--- src/rtl/demux2_pkg.sv ---
// Shared types for the 2-way stream demux: FSM state encoding and route constants.
package demux2_pkg;

  typedef enum logic {
    IDLE = 1'b0,
    LOCK = 1'b1
  } state_t;

  localparam logic ROUTE_OUT0 = 1'b0;
  localparam logic ROUTE_OUT1 = 1'b1;

endpackage

--- src/rtl/demux2_stream_slot.sv ---
// One-entry registered output slot; load and drain may coincide for full throughput.
// Data/last only change on load, so they stay stable while valid && !ready.
module stream_slot #(
  parameter int DWIDTH = 6
) (
  input  logic              clock,
  input  logic              reset_n,
  input  logic              load,
  input  logic [DWIDTH-1:0] load_data,
  input  logic              load_last,
  input  logic              out_ready,
  output logic              out_valid,
  output logic [DWIDTH-1:0] out_data,
  output logic              out_last,
  output logic              fire,
  output logic              free
);

  logic              valid_q, valid_d;
  logic [DWIDTH-1:0] data_q, data_d;
  logic              last_q, last_d;

  assign fire = valid_q && out_ready;
  assign free = !valid_q || out_ready;

  always_comb begin
    valid_d = valid_q;
    data_d  = data_q;
    last_d  = last_q;
    if (load) begin
      valid_d = 1'b1;
      data_d  = load_data;
      last_d  = load_last;
    end else if (fire) begin
      valid_d = 1'b0;
    end
  end

  always_ff @(posedge clock or negedge reset_n) begin
    if (!reset_n) begin
      valid_q <= 1'b0;
      data_q  <= '0;
      last_q  <= 1'b0;
    end else begin
      valid_q <= valid_d;
      data_q  <= data_d;
      last_q  <= last_d;
    end
  end

  assign out_valid = valid_q;
  assign out_data  = data_q;
  assign out_last  = last_q;

endmodule

--- src/rtl/demux2_stream.sv ---
// 1-to-2 packet router: route taken from sel on the first beat, held until the last beat.
// Optional per-output handshake counters when DEMUX2_STREAM_CNT_EN is defined.
module demux2_stream
  import demux2_pkg::*;
#(
  parameter int DWIDTH = 6
`ifdef DEMUX2_STREAM_CNT_EN
  , parameter int CNT_WIDTH = 16
`endif
) (
  input  logic                 clock,
  input  logic                 reset_n,
  input  logic                 sel,
  input  logic                 in_valid,
  output logic                 in_ready,
  input  logic [DWIDTH-1:0]    in_data,
  input  logic                 in_last,
  output logic                 out0_valid,
  input  logic                 out0_ready,
  output logic [DWIDTH-1:0]    out0_data,
  output logic                 out0_last,
  output logic                 out1_valid,
  input  logic                 out1_ready,
  output logic [DWIDTH-1:0]    out1_data,
  output logic                 out1_last,
`ifdef DEMUX2_STREAM_CNT_EN
  output logic [CNT_WIDTH-1:0] cnt0,
  output logic [CNT_WIDTH-1:0] cnt1,
`endif
  output logic                 busy
);

  state_t state_q, state_d;
  logic   route_q, route_d;
  logic   busy_q, busy_d;
  logic   eff_route, accept;
  logic   free0, free1, fire0, fire1;

  // In IDLE the route follows sel directly so a first beat needs no setup cycle.
  assign eff_route = (state_q == LOCK) ? route_q : sel;
  assign in_ready  = (eff_route == ROUTE_OUT1) ? free1 : free0;
  assign accept    = in_valid && in_ready;

  always_comb begin
    state_d = state_q;
    route_d = route_q;
    case (state_q)
      IDLE: if (accept && !in_last) begin
        state_d = LOCK;
        route_d = sel;
      end
      LOCK: if (accept && in_last) state_d = IDLE;
      default: state_d = IDLE;
    endcase
    busy_d = (state_d == LOCK);
  end

  always_ff @(posedge clock or negedge reset_n) begin
    if (!reset_n) begin
      state_q <= IDLE;
      route_q <= ROUTE_OUT0;
      busy_q  <= 1'b0;
    end else begin
      state_q <= state_d;
      route_q <= route_d;
      busy_q  <= busy_d;
    end
  end

  assign busy = busy_q;

  stream_slot #(.DWIDTH(DWIDTH)) u_slot0 (
    .clock     (clock),
    .reset_n   (reset_n),
    .load      (accept && (eff_route == ROUTE_OUT0)),
    .load_data (in_data),
    .load_last (in_last),
    .out_ready (out0_ready),
    .out_valid (out0_valid),
    .out_data  (out0_data),
    .out_last  (out0_last),
    .fire      (fire0),
    .free      (free0)
  );

  stream_slot #(.DWIDTH(DWIDTH)) u_slot1 (
    .clock     (clock),
    .reset_n   (reset_n),
    .load      (accept && (eff_route == ROUTE_OUT1)),
    .load_data (in_data),
    .load_last (in_last),
    .out_ready (out1_ready),
    .out_valid (out1_valid),
    .out_data  (out1_data),
    .out_last  (out1_last),
    .fire      (fire1),
    .free      (free1)
  );

`ifdef DEMUX2_STREAM_CNT_EN
  logic [CNT_WIDTH-1:0] cnt0_q, cnt0_d, cnt1_q, cnt1_d;

  // Free-running wrap: no saturation on overflow.
  always_comb begin
    cnt0_d = cnt0_q + {{(CNT_WIDTH-1){1'b0}}, fire0};
    cnt1_d = cnt1_q + {{(CNT_WIDTH-1){1'b0}}, fire1};
  end

  always_ff @(posedge clock or negedge reset_n) begin
    if (!reset_n) begin
      cnt0_q <= '0;
      cnt1_q <= '0;
    end else begin
      cnt0_q <= cnt0_d;
      cnt1_q <= cnt1_d;
    end
  end

  assign cnt0 = cnt0_q;
  assign cnt1 = cnt1_q;
`endif

endmodule

--- config.mk ---
export PLATFORM = sky130hd
export DESIGN_NAME = demux2_stream
export DESIGN_NICKNAME = d
export VERILOG_FILES = /design/src/rtl/demux2_pkg.sv /design/src/rtl/demux2_stream_slot.sv /design/src/rtl/demux2_stream.sv
export SDC_FILE = /design/constraint.sdc
export NUM_CORES = 1
export LEC_CHECK = 0
export ABC_CLOCK_PERIOD_IN_PS = 2100
export CAP_MARGIN = 20
export CORE_MARGIN = 3
export CORE_UTILIZATION = 41
export CTS_CLUSTER_SIZE = 24
export DETAILED_ROUTE_END_ITERATION = 8
export PLACE_DENSITY = 0.82
export SYNTH_ARGS = -nofsm -noshare
export SYNTH_HDL_FRONTEND = slang
export SYNTH_SLANG_ARGS = --single-unit
--- constraint.sdc ---
create_clock -name clock -period 2.1 [get_ports clock]
set_clock_uncertainty 0.2 [all_clocks]
set_input_delay 0.21 -clock clock [delete_from_list [all_inputs] [get_ports clock]]
set_output_delay 0.21 -clock clock [all_outputs]
set_load 0.01 [all_outputs]
## Yosys cells after proc, flatten, opt, wreduce, memory -nomap -nowiden

Cells that the tools add are included.

| operators by class | value |
|---|---|
| mux-type cells | 9 |
| bitwise gates (word level) | 2 |
| reduce and logical (&&, ||, !) cells | 15 |

Operators by type and width:

| kind | count |
|---|---|
| $mux W1 | 8 |
| $logic_and A1 B1 Y1 | 7 |
| $reduce_bool A2 Y1 | 2 |
| $logic_not A1 Y1 | 3 |
| $logic_or A1 B1 Y1 | 2 |
| $not A1 Y1 | 2 |
| $pmux W1 S2 | 1 |
| $reduce_and A2 Y1 | 1 |

| storage, ports and cells | value |
|---|---|
| register bits after elaboration | 18 |
| bits of input ports | 13 |
| output and inout port bits | 18 |
| word-level logic and storage cells | 34 |

## Longest topological paths before layout

| logic depth | value |
|---|---|
| depth after elaboration | 7 |
| gate-level depth with buffers | 5 |
| depth with buffers taken out | 4 |

## Hierarchy

A second synthesis with hierarchy kept.

| second synthesis, totals | value |
|---|---|
| cell total of the unflattened synthesis | 53 |
| area, all modules | 819.5 sq um |

By module, submodules not included:

| module | times used | cells each | area each (sq um) | sequential area each (sq um) |
|---|---|---|---|---|
| stream_slot | 2 | 19 | 335.3 | 200.2 |
| demux2_stream | 1 | 15 | 148.9 | 50.0 |

## Worst setup path after synthesis

No wires, ideal clock.

| timing | value |
|---|---|
| kind | register to register |
| from | reg (tool-made name) |
| to | reg u_slot1.data_q[0], in the netlist u_slot1.out_data[0] |
| library setup time | 125 ps |
| arrival | 1393 ps |
| data required time | 1775 ps |
| setup slack | 383 ps |
| stages on the path, launching flop included | 5 |
| path buffers | 1 |
| period minus slack after synthesis | 1717 ps |
| path through | dfrtp_1 -> mux2i_1 -> nand3b_4 -> buf_6 -> mux2_2 |

RTL lines:

| what | line | text |
|---|---|---|
| to (signal assigned) | demux2_stream_slot.sv:46 | `data_q <= data_d;` |
| to (decl) | demux2_stream_slot.sv:20 | `logic [DWIDTH-1:0] data_q, data_d;` |

==> impl_metrics.json <==
{
  "synth_cells": 46,
  "hpwl_microns": 1200,
  "drt-initial-drc-count": 6,
  "power_frac_clock": 0.126,
  "slew_headroom": 0.848,
  "worst_slack_ns": 0.109,
  "seq_power_share": 0.361,
  "vias": 520,
  "worstSetupPathType": "reg -> out",
  "clock_latency_ns": 0.29,
  "die_height_microns": 49.4,
  "die_w_microns": 49.4,
  "p_leak_nw": 0.532,
  "finalMaxSlewViolations": 0,
  "drc": 0,
  "syn_to_final_growth_pct": 52.9,
  "grt_start_max_net_pins": 19,
  "final_area_sq_um": 1180,
  "pre_cts_ws_ns": 0.0231,
  "port_buffers": 30,
  "avgViaCountPerCell": 4.68,
  "setup_viol": 0,
  "yosys_warnings": 0,
  "layout.nets": 100,
  "worst_hold_slack_ns": 0.0467,
  "fin_crit_sh": 0.948,
  "cts_max_level": 1,
  "final_cell_mix": "clkdlybuf4s50_1 (29), dfrtp_1 (18), mux2_4 (8), buf_4 (8), mux2_2 (7)",
  "grt_overflow": 0,
  "p_per_area_nw_per_um2": 1450,
  "period_needed_ns": 1.99,
  "cp.required_ns": 1.69,
  "fin_total_pwr_mw": 1.70,
  "synthesis.area_sq_um": 771,
  "place_area_sq_um": 1120,
  "status": "finished, final reports clean",
  "drv_cap": 0,
  "grt_pass1_vias": 560,
  "hold_buffers": 0,
  "fmax_mhz": 502,
  "track_usage": 0.160,
  "yosysUniqueCellTypes": 14,
  "seq_area_frac_synth": 0.584,
  "combPwrFrac": 0.513,
  "syn_area_per_cell_sq_um": 16.8,
  "first_pass_iters": 4,
  "p_int_mw": 1.20,
  "drt_wl_total_microns": 1650,
  "antenna_found_initial": 0,
  "tns_ns": 0,
  "ys_ff_latch": 18,
  "cts_tree": "yes",
  "wl_per_cell_microns": 14.8,
  "finalHoldViolCount": 0,
  "drive_gt1_frac": 0.360,
  "final_common_cell": "clkdlybuf4s50_1",
  "grt_pass1_wl_microns": 2810,
  "rows": 15,
  "crit_arrival_ns": 1.58,
  "worstHoldPathType": "in -> async",
  "core-area_sq_um": 1750,
  "worst_slew_pin_slew_ns": 0.228,
  "cts_root_buffer": "clkbuf_4",
  "sw_frac_of_total": 0.295,
  "rsz0062_at_grt": "no",
  "cp_max_fo": 2,
  "initial_core_util": 0.442,
  "syn_nets": 59,
  "cts-buffers-inserted": 3,
  "cp-start-kind": "flip-flop",
  "peakVddDrop_uv": 700,
  "num_antenna_cells": 0,
  "cts_buffer_depth": 2,
  "end_kind": "output pin",
  "p_switching_mw": 0.503,
  "die_area_sq_um": 2440,
  "clkTransAtPathRegs_ns": 0.11,
  "ios": 31,
  "antenna_left": 0,
  "clkSinkCount": 18,
  "gp_congestion": 0.718
}
## worst paths after layout
| check | endpoint | slack (ns) | cells past startpoint |
|---|---|---|---|
| setup / recovery | in_ready | 0.11 | 3 |
| hold / removal | u_slot1.out_data[1]$_DFFE_PN0P_ | 0.05 | 2 |
| setup reg to reg | route_q$_DFFE_PN0P_ | 0.21 | 6 |
| hold reg to reg | u_slot1.out_data[5]$_DFFE_PN0P_ | 0.32 | 1 |
| max in group asynchronous | u_slot0.out_data[2]$_DFFE_PN0P_ | 1.46 | 2 |
| min in group clock | u_slot1.out_data[5]$_DFFE_PN0P_ | 0.32 | 1 |
## logic make-up after synthesis
group	Yosys count	share of synthesized area
mux	17	0.286
buf+inv	2	0.0292
compound gates	3	0.0341
simple gates	6	0.0666
flops	18	0.584
## cells in the mapped netlist
cell      instances  area, sq um
or2b_1            1         7.51
mux2_2            7         78.8
a21oi_1           1         5.00
nand3_2           1         10.0
nand3b_4          1         20.0
mux2_1            1         11.3
nand2b_1          1         6.26
dfrtp_1          18          450
buf_6             2         22.5
nand2_1           2         7.51
mux2_4            8          120
mux2i_1           1         10.0
a211oi_2          1         12.5
a31o_1            1         8.76
## critical path, stage by stage (launching register included)
cell and delay [ns]:
dfrtp_1 0.40, mux2i_2 0.26, mux2_2 0.35, dlygate4sd2_1 0.28
## state kept, by name, indices dropped and copies added, names as in the netlist, named ones only
register and cells:
u_slot0.out_data 6, u_slot1.out_data 6, route_q 1, u_slot0.out_valid 1, u_slot1.out_last 1, u_slot1.out_valid 1
u_slot0.out_last 1
## what timing repair did
item | 4_1_cts | 5_1_grt
gates resized for setup | 2 | 0
setup endpoints to repair | 1 | 0
setup buffers | 2 | 0
## layout make-up
cell class | count | area, sq um
Fill cell | 147 | 567
Timing Repair Buffer | 38 | 359
Clock buffer | 4 | 36.3
Tap cell | 25 | 31.3
Sequential cell | 18 | 450
Multi-Input combinational cell | 26 | 302
## power groups by stage
| stage | clock, mW | sequential (mW) | combinational, mW |
|---|---|---|---|
| 3_5_place_dp | 0 | 0.625 | 0.849 |
| 3_3_place_gp | 0 | 0.614 | 0.829 |
| 4_1_cts | 0.222 | 0.614 | 0.887 |
| 6_report | 0.214 | 0.615 | 0.875 |
| 2_1_floorplan | 0 | 0.691 | 0.331 |
| 5_1_grt | 0.239 | 0.639 | 0.927 |
## through the flow
step / util / std cells
after global placement: 0.644 / 105
after floorplan: - / 46
after global routing: 0.675 / 111
after CTS: 0.675 / 111
final: 0.675 / 111
after detailed placement: 0.644 / 105
## per-layer routing
metal	up-vias	wire length [microns]	GRT usage
li1	245	-	-
met1	255	667	0.175
met2	18	859	0.261
met3	2	90	0.0489
met4	0	29	0.114
met5	-	0	0
(Power assumes the default switching activity.)
